**src/rtl/chunked_add_sub_pkg.sv**
```systemverilog
// Shared definitions for chunked_add_sub: FSM encoding and parameter-derived sizes.
package chunked_add_sub_pkg;

  typedef logic [1:0] state_t;

  localparam state_t S_IDLE = 2'd0;
  localparam state_t S_RUN  = 2'd1;
  localparam state_t S_DONE = 2'd2;

  // Index width for n chunks; a single chunk still needs one bit of counter.
  function automatic int clog2_min1(input int n);
    int r;
    r = 0;
    while ((1 << r) < n) r++;
    return (r < 1) ? 1 : r;
  endfunction

  function automatic int nchunk(input int width, input int chunk);
    return width / chunk;
  endfunction

endpackage

```
**src/rtl/chunked_add_sub_chunk_adder.sv**
```systemverilog
// CHUNK-bit combinational ripple-carry slice built from full_adder cells.
// Also exposes the carry into the slice MSB so the top can form signed overflow.
module full_adder (
  input  logic a,
  input  logic b,
  input  logic ci,
  output logic s,
  output logic co
);
  assign s  = a ^ b ^ ci;
  assign co = (a & b) | (ci & (a ^ b));
endmodule

module chunk_adder #(
  parameter int CHUNK = 4
) (
  input  logic [CHUNK-1:0] a,
  input  logic [CHUNK-1:0] b,
  input  logic             cin,
  output logic [CHUNK-1:0] sum,
  output logic             cout,
  output logic             cmsb
);
  logic [CHUNK:0] c;

  assign c[0] = cin;

  for (genvar i = 0; i < CHUNK; i++) begin : g_fa
    full_adder u_fa (
      .a  (a[i]),
      .b  (b[i]),
      .ci (c[i]),
      .s  (sum[i]),
      .co (c[i+1])
    );
  end

  assign cout = c[CHUNK];
  assign cmsb = c[CHUNK-1];
endmodule

```
**src/rtl/chunked_add_sub.sv**
```systemverilog
// Multi-cycle WIDTH-bit add/subtract, CHUNK bits per clock through one shared slice.
// Optional Zero flag output when CHUNKED_ADD_SUB_ZERO_FLAG_EN is defined.
module chunked_add_sub
  import chunked_add_sub_pkg::*;
#(
  parameter int WIDTH = 16,
  parameter int CHUNK = 4
) (
  input  logic             clk,
  input  logic             rst,
  input  logic             Start,
  input  logic             Sub,
  input  logic [WIDTH-1:0] A,
  input  logic [WIDTH-1:0] B,
  input  logic             Cin,
  output logic             Ready,
  output logic             Done,
  output logic [WIDTH-1:0] Sum,
  output logic             Cout,
  output logic             Overflow
`ifdef CHUNKED_ADD_SUB_ZERO_FLAG_EN
  ,
  output logic             Zero
`endif
);

  localparam int NCHUNK = nchunk(WIDTH, CHUNK);
  localparam int IDXW   = clog2_min1(NCHUNK);
  localparam logic [IDXW-1:0] LAST = IDXW'(NCHUNK - 1);

  if (CHUNK < 1 || CHUNK > WIDTH || (WIDTH % CHUNK) != 0) begin : g_param_err
    $error("chunked_add_sub: WIDTH (%0d) must be a multiple of CHUNK (%0d)", WIDTH, CHUNK);
  end

  state_t state_q, state_d;

  logic [WIDTH-1:0] a_q, a_d;
  logic [WIDTH-1:0] b_q, b_d;
  logic             carry_q, carry_d;
  logic [IDXW-1:0]  idx_q, idx_d;
  logic [WIDTH-1:0] sum_q, sum_d;
  logic             cout_q, cout_d;
  logic             ovf_q, ovf_d;
`ifdef CHUNKED_ADD_SUB_ZERO_FLAG_EN
  logic             zero_q, zero_d;
`endif

  logic             accept;
  logic             last;
  logic [CHUNK-1:0] a_chunk, b_chunk, slice_sum;
  logic             slice_cout, slice_cmsb;

  always_ff @(posedge clk) begin
    if (rst) state_q <= S_IDLE;
    else     state_q <= state_d;
  end

  always_comb begin
    state_d = state_q;
    case (state_q)
      S_IDLE:  if (Start) state_d = S_RUN;
      S_RUN:   if (last)  state_d = S_DONE;
      S_DONE:  state_d = Start ? S_RUN : S_IDLE;
      default: state_d = S_IDLE;
    endcase
  end

  always_comb begin
    Ready = (state_q != S_RUN);
    Done  = (state_q == S_DONE);
  end

  assign accept = Start & Ready;
  assign last   = (idx_q == LAST);

  always_comb begin
    a_chunk = a_q[idx_q*CHUNK +: CHUNK];
    b_chunk = b_q[idx_q*CHUNK +: CHUNK];
  end

  chunk_adder #(.CHUNK(CHUNK)) u_slice (
    .a    (a_chunk),
    .b    (b_chunk),
    .cin  (carry_q),
    .sum  (slice_sum),
    .cout (slice_cout),
    .cmsb (slice_cmsb)
  );

  always_comb begin
    a_d     = a_q;
    b_d     = b_q;
    carry_d = carry_q;
    idx_d   = idx_q;
    sum_d   = sum_q;
    cout_d  = cout_q;
    ovf_d   = ovf_q;
`ifdef CHUNKED_ADD_SUB_ZERO_FLAG_EN
    zero_d  = zero_q;
`endif
    if (accept) begin
      // Subtract is A + ~B + ~borrow; results stay visible until overwritten.
      a_d     = A;
      b_d     = Sub ? ~B : B;
      carry_d = Cin ^ Sub;
      idx_d   = '0;
`ifdef CHUNKED_ADD_SUB_ZERO_FLAG_EN
      zero_d  = 1'b0;
      if (state_q == S_RUN) zero_d = zero_q;
`endif
    end else if (state_q == S_RUN) begin
      sum_d[idx_q*CHUNK +: CHUNK] = slice_sum;
      carry_d = slice_cout;
      idx_d   = last ? '0 : idx_q + 1'b1;
`ifdef CHUNKED_ADD_SUB_ZERO_FLAG_EN
      zero_d  = ((idx_q == '0) ? 1'b1 : zero_q) & (slice_sum == '0);
`endif
      if (last) begin
        cout_d = slice_cout;
        ovf_d  = slice_cmsb ^ slice_cout;
      end
    end
  end

  always_ff @(posedge clk) begin
    if (rst) begin
      a_q     <= '0;
      b_q     <= '0;
      carry_q <= 1'b0;
      idx_q   <= '0;
      sum_q   <= '0;
      cout_q  <= 1'b0;
      ovf_q   <= 1'b0;
`ifdef CHUNKED_ADD_SUB_ZERO_FLAG_EN
      zero_q  <= 1'b0;
`endif
    end else begin
      a_q     <= a_d;
      b_q     <= b_d;
      carry_q <= carry_d;
      idx_q   <= idx_d;
      sum_q   <= sum_d;
      cout_q  <= cout_d;
      ovf_q   <= ovf_d;
`ifdef CHUNKED_ADD_SUB_ZERO_FLAG_EN
      zero_q  <= zero_d;
`endif
    end
  end

  assign Sum      = sum_q;
  assign Cout     = cout_q;
  assign Overflow = ovf_q;
`ifdef CHUNKED_ADD_SUB_ZERO_FLAG_EN
  assign Zero     = zero_q;
`endif

endmodule

```
**config.mk**
```make
export PLATFORM = sky130hd
export DESIGN_NAME = chunked_add_sub
export DESIGN_NICKNAME = d
export VERILOG_FILES = /design/src/rtl/chunked_add_sub_pkg.sv /design/src/rtl/chunked_add_sub_chunk_adder.sv /design/src/rtl/chunked_add_sub.sv
export SDC_FILE = /design/constraint.sdc
export NUM_CORES = 1
export LEC_CHECK = 0
export CAP_MARGIN = 20
export CORE_ASPECT_RATIO = 1.4
export CORE_MARGIN = 8
export CORE_UTILIZATION = 45
export CTS_BUF_LIST = sky130_fd_sc_hd__clkbuf_8
export DETAILED_ROUTE_END_ITERATION = 10
export PLACE_DENSITY = 0.75
export SETUP_SLACK_MARGIN = 0.15
export SLEW_MARGIN = 0
export SYNTH_ARGS = -nofsm -noshare
export SYNTH_HDL_FRONTEND = slang
export SYNTH_SLANG_ARGS = --single-unit
```
**constraint.sdc**
```tcl
create_clock -name clk -period 2.96 [get_ports clk]
set_input_delay 0.74 -clock clk [delete_from_list [all_inputs] [get_ports clk]]
set_output_delay 0.74 -clock clk [all_outputs]
set_load 0.01 [all_outputs]
```
---- Word-level counts from Yosys, hierarchy flattened ----
Cells that the tools add are included.
storage, ports and cells
  bits in registers ....................... 55
  bits of input ports ..................... 37
  output and inout bits ................... 20
  word-level logic and storage cells ...... 60
cells by class
  add/subtract/negate cells ............... 2
  equality and inequality tests ........... 6
  shift operators ......................... 4
  multiplexer cells ....................... 9
  bitwise logic cells ..................... 25
  reduce and logical (&&, ||, !) cells .... 6
operator list
  kind                     count
  $neg 4->34               1
  $shift 4x34->16 const A  1
  $shiftx 4x34->16         1
  $shiftx 16x5->4          2
  $bwmux 16                1
  $mux 16                  1
  $not 16->16              1
  $xor 1x1->1              10
  $and 1x1->1              9
  $mux 2                   3
  $pmux 2 s3               1
  $eq 2x2->1 const B       2
  $ne 2x2->1 const B       2
  $or 1x1->1               4
  $reduce_and 2->1         2
  $mux 1                   3
  $reduce_and 3->1         1
  $add 2x1->2 const B      1
  $eq 2x1->1 const B       1
  $logic_not 2->1          1
  $ne 2x1->1 const B       1
  $reduce_bool 2->1        1
  $reduce_or 2->1          1
  $not 1->1                1

---- Depth between registers and ports, before layout ----
Gate-level depths: netlist of run 1.
  depth after elaboration ................. 12
  mapped depth ............................ 12
  mapped depth without buffers ............ 10

---- Modules after synthesis ----
Synthesis of run 1 repeated with hierarchy kept, for this count alone.
second synthesis, totals
  cell total of the unflattened synthesis .. 279
  area total of the unflattened synthesis .. 2626.3 µm²
by module, submodules not included
  module           times used  cells each  area an instance (µm²)  sequential area each (µm²)
  chunked_add_sub  1           275         2546.2                  1101.1
  full_adder       4           1           20.0                    0.0

---- Least setup slack after synthesis of run 1 ----
Ideal clock, no wire load.
  path kind ............................... flip-flop to flip-flop
  from .................................... reg idx_q[1]
  to ...................................... reg ovf_q, in the netlist Overflow
  setup time .............................. 0.071 ns
  arrival time ............................ 2.909 ns
  required time ........................... 2.889 ns
  setup slack ............................. -0.020 ns
  stages on the path, launching flop included .. 12
  buffers on the path ..................... 1
  period minus slack after synthesis ...... 2.980 ns
  path through ............................ dfxtp_1 clkbuf_1 mux4_2 fa_1 inv_1 fa_1 fa_1 inv_1 fa_1 xnor2_1 nand3_1 a21oi_1
on the way
  cells in the longest elaborated chain, start to end .. 11
  elaborated cells on any way between the ends .. 21
  classes of those cells .................. eq/ne (1); shift (2); bitwise (17); reduce/logical (1)
ends and longest elaborated chain
  item                                       RTL line                                      text
  start: declaration                         chunked_add_sub.sv:40                         logic [IDXW-1:0] idx_q, idx_d;
  start signal: assignment                   chunked_add_sub.sv:141                        idx_q <= idx_d;
  $shiftx 16x5->4, on equally long branches  chunked_add_sub.sv:77, chunked_add_sub.sv:78
  $xor 1x1->1                                chunked_add_sub_chunk_adder.sv:11             assign co = (a & b) | (ci & (a ^ b));
  $and 1x1->1                                chunked_add_sub_chunk_adder.sv:11
  $or 1x1->1                                 chunked_add_sub_chunk_adder.sv:11
  $and 1x1->1                                chunked_add_sub_chunk_adder.sv:11
  $or 1x1->1                                 chunked_add_sub_chunk_adder.sv:11
  $and 1x1->1                                chunked_add_sub_chunk_adder.sv:11
  $or 1x1->1                                 chunked_add_sub_chunk_adder.sv:11
  $and 1x1->1                                chunked_add_sub_chunk_adder.sv:11
  $or 1x1->1 *                               chunked_add_sub_chunk_adder.sv:11
  net slice_cout                             chunked_add_sub.sv:51                         logic slice_cout, slice_cmsb;
  $xor 1x1->1 *                              chunked_add_sub.sv:120                        ovf_d = slice_cmsb ^ slice_cout;
  end signal: assignment                     chunked_add_sub.sv:144                        ovf_q <= ovf_d;
  end: declaration                           chunked_add_sub.sv:43                         logic ovf_q, ovf_d;
The timed path passes the listed nets; every way through them passes the cells marked *.
A chain may end at the register's enable or synchronous reset.

---- Worst setup path after layout of run 1 ----
  from .................................... reg idx_q[0]
  to ...................................... reg sum_q[7], in the netlist Sum[7]
on the way
  cells in the longest elaborated chain, start to end .. 11
  elaborated cells on any way between the ends .. 23
  classes of those cells .................. add/sub (1); shift (4); mux (1); bitwise (17)
ends and longest elaborated chain
  item                                       RTL line                                                              text
  $shiftx 16x5->4, on equally long branches  chunked_add_sub.sv:77, chunked_add_sub.sv:78
  $xor 1x1->1                                chunked_add_sub_chunk_adder.sv:10, chunked_add_sub_chunk_adder.sv:11
  $and 1x1->1                                chunked_add_sub_chunk_adder.sv:11
  $or 1x1->1                                 chunked_add_sub_chunk_adder.sv:11
  $and 1x1->1                                chunked_add_sub_chunk_adder.sv:11
  $or 1x1->1                                 chunked_add_sub_chunk_adder.sv:11
  $and 1x1->1                                chunked_add_sub_chunk_adder.sv:11
  $or 1x1->1                                 chunked_add_sub_chunk_adder.sv:11
  $xor 1x1->1                                chunked_add_sub_chunk_adder.sv:10                                     assign s = a ^ b ^ ci;
  $shiftx 4x34->16                           chunked_add_sub.sv:112                                                sum_d[idx_q*CHUNK +: CHUNK] = slice_sum;
  $bwmux 16 *                                chunked_add_sub.sv:112
  end signal: assignment                     chunked_add_sub.sv:142                                                sum_q <= sum_d;
  end: declaration                           chunked_add_sub.sv:41                                                 logic [WIDTH-1:0] sum_q, sum_d;
Mark *: on every way between the ends. The rest lies on a longest branch, timed or not.

==> results of run 1 <==
state kept, by name, summed over array words and instances, names as in the netlist:
register,flops
a_q,16
state_q,2
b_q,16
idx_q,2
carry_q,1
Sum,16
Overflow,1
Cout,1
final cells by class:
cell class	instances	area share, %
clock buffers	5	2.05
well taps	70	2.60
multi-input cells	186	41.6
clock inverters	3	0.483
flip-flops and latches	55	32.9
inverters	14	1.56
repair buffers	66	18.9
worst min path at each step:
stage / end / start / slack, ns / cells after the start
global placement: Sum[5]$_SDFFE_PP0P_ / Sum[5]$_SDFFE_PP0P_ / 0.44 / 2
finish: Sum[5]$_SDFFE_PP0P_ / Sum[5]$_SDFFE_PP0P_ / 0.45 / 2
detailed placement: Sum[5]$_SDFFE_PP0P_ / Sum[5]$_SDFFE_PP0P_ / 0.44 / 2
floorplan: a_q[10]$_SDFFE_PP0P_ / a_q[10]$_SDFFE_PP0P_ / 0.45 / 2
global route: Sum[6]$_SDFFE_PP0P_ / Sum[6]$_SDFFE_PP0P_ / 0.47 / 2
CTS: Sum[5]$_SDFFE_PP0P_ / Sum[5]$_SDFFE_PP0P_ / 0.46 / 2
metal layers:
metal,share of wire (%),up-vias,track usage [%]
met5,0,-,0
met4,2.3,0,6.54
met3,4.4,9,2.76
met2,53,45,25.5
met1,40,1001,16.0
li1,-,1098,-
power by group through the flow:
stage          clock [mW]  combinational (mW)  sequential, mW
2_1_floorplan           0               0.187           0.815
3_3_place_gp            0               0.283           0.823
3_5_place_dp            0               0.287           0.823
4_1_cts             0.405               0.287           0.806
5_1_grt             0.437               0.317           0.810
6_report            0.396               0.289           0.804
kinds of logic (layout without fill, tap and decap cells):
group	Yosys count	after routing	synth area share, %
AO/OA/AOI/OAI	85	85	19.9
AND/OR/NAND/NOR	63	63	13.2
flip-flops	55	55	41.6
buffers and inverters	37	88	5.86
XOR/XNOR	18	18	5.95
adder cells (fa/ha/maj)	10	10	5.86
multiplexers	10	10	7.56
through the flow:
| step | hold slack [ns] | instances | setup WS [ns] | instance area [sq um] | utilization, % |
|---|---|---|---|---|---|
| finish | 0.451 | 399 | 0.280 | 3360 | 58.2 |
| CTS | 0.456 | 398 | 0.190 | 3340 | 57.9 |
| global placement | 0.440 | 390 | 0.270 | 3260 | 56.4 |
| floorplan | 0.451 | 278 | 0.160 | 2670 | - |
| global route | 0.475 | 399 | 0.158 | 3360 | 58.2 |
| detailed placement | 0.444 | 390 | 0.210 | 3260 | 56.4 |
worst max-delay path, delay by kind of cell (launching register included):
| kind | cells | cell delay, ns |
|---|---|---|
| AO/OA/AOI/OAI | 1 | 0.14 |
| flip-flops | 1 | 0.39 |
| buffers and inverters | 2 | 0.13 |
| multiplexers | 1 | 0.51 |
| adder cells (fa/ha/maj) | 4 | 1.32 |
| AND/OR/NAND/NOR | 1 | 0.10 |
what timing repair did:
action / 4_1_cts / 5_1_grt
hold buffers: 0 / 0
gates resized for setup: 0 / 5
endpoints found under the setup margin: 0 / 6
setup buffers: 0 / 1
layout by cell type (no fill, tap or decap), drive strengths merged, types with 2 or more instances in the layout:
cell,netlist,layout
clkbuf,10,5
a21oi,40,40
nand3,17,17
clkinv,1,2
clkdlybuf4s50,0,55
mux2i,2,2
or3,6,6
nand4,3,3
nand2,10,10
a211oi,17,17
mux4,8,8
inv,13,14
nor2,8,8
fa,4,4
o32ai,8,8
nor2b,3,3
a32oi,2,2
nand3b,4,4
o21ai,16,16
and2,2,2
xnor2,18,18
nand2b,7,7
dfxtp,55,55
buf,13,11
ha,6,6
==> results.cfg, run 1 <==
[pwr]
vdd_drop_max_mv = 0.274
power_frac_clock_pct = 26.6
p_per_area_nw_per_um2 = 443
switchingPower_mw = 0.400
power.total_mw = 1.49
switching_share_pct = 26.8
pwr-share-comb_pct = 19.4
seqPwrFrac_pct = 54.0
p_leak_nw = 1.14
p_int_mw = 1.09

[synthesis]
async_flop_share_pct = 0
synth_area_sq_um = 2650
yosysUniqueCellTypes = 36
yosysSeqAreaShare_pct = 41.6
synth_top_area_share_pct = 41.6
yosysMostFrequentCell = dfxtp_1
synth_edf_count = 0
synth_nets = 325
synth-main-ff-cell = dfxtp_1
synth_area_per_cell_sq_um = 9.52
postSynthCellCount = 278
synthTopCellsByArea = dfxtp_1, a21oi_1, mux4_2, xnor2_1, a211oi_1
yosys-top-cells-count = dfxtp_1, a21oi_1, xnor2_1
ys_ff_latch = 55
yosysWarnings = 0
synth_area_leader_cell = dfxtp_1

[die]
die_w_um = 80.8
fp-row-count = 33
die_h_um = 107
core_area_sq_um = 5780
ios = 57
die_area_sq_um = 8630
initial_core_util_pct = 45.8

[cells_and_area]
diodes = 0
multi_input_area_sq_um = 1400
drive_gt1_share_pct = 11.2
fillers = 541
syn_to_final_growth_pct = 27.1
finalNetCount = 375
regArea_sq_um = 1110

[route]
first_iter_violations = 148
wirelength_mm = 6.02
wire_per_inst_um = 15.1
via_per_inst = 5.40
vias = 2153
postRouteAntennaNets = 0
drc = 0
drt_pass1_iterations = 4

[sta]
rsz0062_at_grt = false
slew_headroom_pct = 52.4
finalSetupTns_ns = 0
drv_slew = 0
finalSetupViolCount = 0
fmax_mhz = 373
skew_ns = 0.00684
hold_violations = 0
fin_crit_ns = 2.68
tightest_slew_ns = 0.714
timing.final.crit_share_pct = 90.5

[worst_setup_path]
arrival_ns = 2.91
max_stage_delay_ns = 0.56
required_ns = 3.19
crit_start = idx_q[0]$_SDFFE_PP0P_
crit_path_cell_trace = mux4_2, fa_1, inv_1, fa_2, fa_2, inv_1, fa_2, nand4_1, a21oi_1
cp-start-kind = flop
rr_endpoint = Sum[7]$_SDFFE_PP0P_
cp_slowest_cell = fa_2
criticalPathCategory = reg2reg
crit_top_cell = fa_2
reg2reg_from = idx_q[0]$_SDFFE_PP0P_
reg2reg_depth = 9
crit_end = Sum[7]$_SDFFE_PP0P_
end_kind = flop
crit_path_max_fanout = 6
r2r_slack_ns = 0.28

[grt]
overflow = 0
antenna_found_initial = 0
grt_pass1_wl_mm = 10.1
track_usage_pct = 14.4
grt_pass1_vias = 2182
grt_start_max_net_pins = 43

[clock_network]
htreeDepth = 2
root_buffer = clkbuf_8
insertion_delay_ns = 0.30
clock-sinks = 55
cts_buffers = 5
clk_path_buf_depth = 2
cts_tree = yes
path_clk_slew_ns = 0.10

[status]
outcome = finished clean

[placed_design]
port-buffer-count = 56
gp_congestion = 0.827
hpwlAfterDp_mm = 4.57

[hold_path]
hold_class = reg2reg

[job]
cap_violations = 0
No activity file was read; power rests on OpenSTA's default activity.
==> run 2, diff against run 1 <==
- CORE_UTILIZATION: 45 -> 47
- GPL_TIMING_DRIVEN: unset -> 0
- PLACE_DENSITY: 0.75 -> 0.78
==> run 2 against run 1 <==
Against the previous run: combinational power increased by 10%; sequential power about the same; clock power rose by 29%; via count rose by 6.5%; first-iteration DRC count shrank 29%; hold slack improved by 0.0090 ns; cell area rose by 4.2%.
==> results.cfg, run 2 (synthesized netlist as in run 1, its figures left out) <==
[status]
outcome = finished clean

[sta]
finalSetupViolCount = 0
timing.hold.ws_ns = 0.460
drv_slew = 0
fmax_mhz = 354
rsz0062_at_grt = true
hold_violations = 0
tightest_slew_ns = 0.511
timing.final.crit_share_pct = 95.5
skew_ns = 0.00398
fin_crit_ns = 2.83
slew_headroom_pct = 66.0

[route]
first_iter_violations = 105
wire_per_inst_um = 15.5
drc = 0
postRouteAntennaNets = 0
wirelength_mm = 6.44
drt_pass1_iterations = 4
vias = 2292
via_per_inst = 5.52

[die]
initial_core_util_pct = 48.3
ios = 57
core_area_sq_um = 5490
die_w_um = 79.4
fp-row-count = 32
die_h_um = 105
die_area_sq_um = 8320

[worst_setup_path]
path_buf_inv = 3
criticalPathCategory = reg2reg
crit_start = idx_q[1]$_SDFFE_PP0P_
crit_path_cell_trace = buf_12, mux4_2, fa_2, inv_2, fa_2, fa_2, inv_2, fa_2, nand4_1, a21oi_1
arrival_ns = 3.07
reg2reg_from = idx_q[1]$_SDFFE_PP0P_
max_stage_delay_ns = 0.56
crit_top_cell = fa_2
end_kind = flop
crit_path_max_fanout = 10
crit_family = adder cells
cp-start-kind = flop
required_ns = 3.20
cp_slowest_cell = fa_2

[clock_network]
hold_buffers = 0
clock-sinks = 55
clk_path_buf_depth = 2
cts_tree = yes
insertion_delay_ns = 0.31
htreeDepth = 2
root_buffer = clkbuf_8
cts_buffers = 5
path_clk_slew_ns = 0.09

[hold_path]
hold_start = Overflow$_SDFFE_PP0P_
hold_class = reg2reg

[pwr]
switchingPower_mw = 0.415
p_per_area_nw_per_um2 = 465
seqPwrFrac_pct = 49.2
p_int_mw = 1.22
power.total_mw = 1.63
pwr-share-comb_pct = 19.6
power_frac_clock_pct = 31.3
vdd_drop_max_mv = 0.321
p_leak_nw = 1.20
switching_share_pct = 25.5

[cells_and_area]
fin_area_sq_um = 3510
fillers = 462
final_cell_mix = clkdlybuf4s50_1, dfxtp_1, a21oi_1
finalNetCount = 393
finish.utilization_pct = 63.9
diodes = 0
final_common_cell = clkdlybuf4s50_1
syn_to_final_growth_pct = 32.4
final_cells = 415
drive_gt1_share_pct = 14.1

[grt]
antenna_found_initial = 0
overflow = 0
grt_start_max_net_pins = 17
track_usage_pct = 16.1
grt_pass1_wl_mm = 10.8
grt_pass1_vias = 2366

[placed_design]
placed_area_sq_um = 3290
port-buffer-count = 54
gp_congestion = 0.824
hpwlAfterDp_mm = 4.82
post-place-cells = 400

[job]
cap_violations = 0
## run 2: cell count changes in the layout (fill, tap and decap cells not counted), sizes merged
cell	before	now
inv	14	13
clkdlybuf4s50	55	54
clkbuf	5	15
clkinvlp	1	0
buf	11	21
bufinv	0	1
## run 2: area by class of cell
cell class	instances	area [sq um]	share of cell area, %
repair buffers	61	597	17.0
inverters	14	52.6	1.50
well taps	68	85.1	2.43
clock buffers	6	82.6	2.36
multi-input cells	186	1400	40.0
plain buffers	23	146	4.18
flip-flops and latches	55	1110	31.5
clock inverters	2	35.0	0.999
## run 2: repair_timing
item,CTS,global route
endpoints found under the setup margin,13,11
cloned,0,0
setup buffers,6,1
resized for setup,10,6
pin swaps,11,8
## run 2: per-stage QoR
stage	setup TNS (ns)	setup slack [ns]
after global placement	-0.562	-0.131
after CTS	0	0.0406
after global routing	0	0.0801
after floorplan	0	0.160
final	0	0.132
after detailed placement	-0.813	-0.170
## run 2: final timing paths
path | to | slack (ns) | cells after the start
worst max-delay path | Sum[7]$_SDFFE_PP0P_ | 0.13 | 10
worst min-delay path | Overflow$_SDFFE_PP0P_ | 0.46 | 2
worst max register to register | Sum[7]$_SDFFE_PP0P_ | 0.13 | 10
worst min register to register | Overflow$_SDFFE_PP0P_ | 0.46 | 2
## run 2: power by group through the flow
| stage | logic [mW] | registers (mW) | clock network, mW |
|---|---|---|---|
| after CTS | 0.316 | 0.802 | 0.521 |
| after detailed placement | 0.299 | 0.820 | 0 |
| final | 0.319 | 0.802 | 0.510 |
| after global placement | 0.293 | 0.818 | 0 |
| after global routing | 0.350 | 0.806 | 0.545 |
| after floorplan | 0.187 | 0.815 | 0 |
## run 2: layer usage
metal	global-route usage, %	up-vias	routed length [um]
met5	0	-	0
met4	8.78	0	165
met3	2.92	12	321
met2	27.5	66	3340
met1	18.2	1082	2620
li1	-	1132	-
## run 2: tightest hold or removal path: stages (launching register included)
cell and delay, ns:
dfxtp_1 0.32, nand2_1 0.05, a21oi_1 0.05
==> run 3, diff against run 2 <==
- SLEW_MARGIN: 0 -> unset
==> results of run 3 <==
The final DEF is identical to that of run 2; final timing and power are the same.
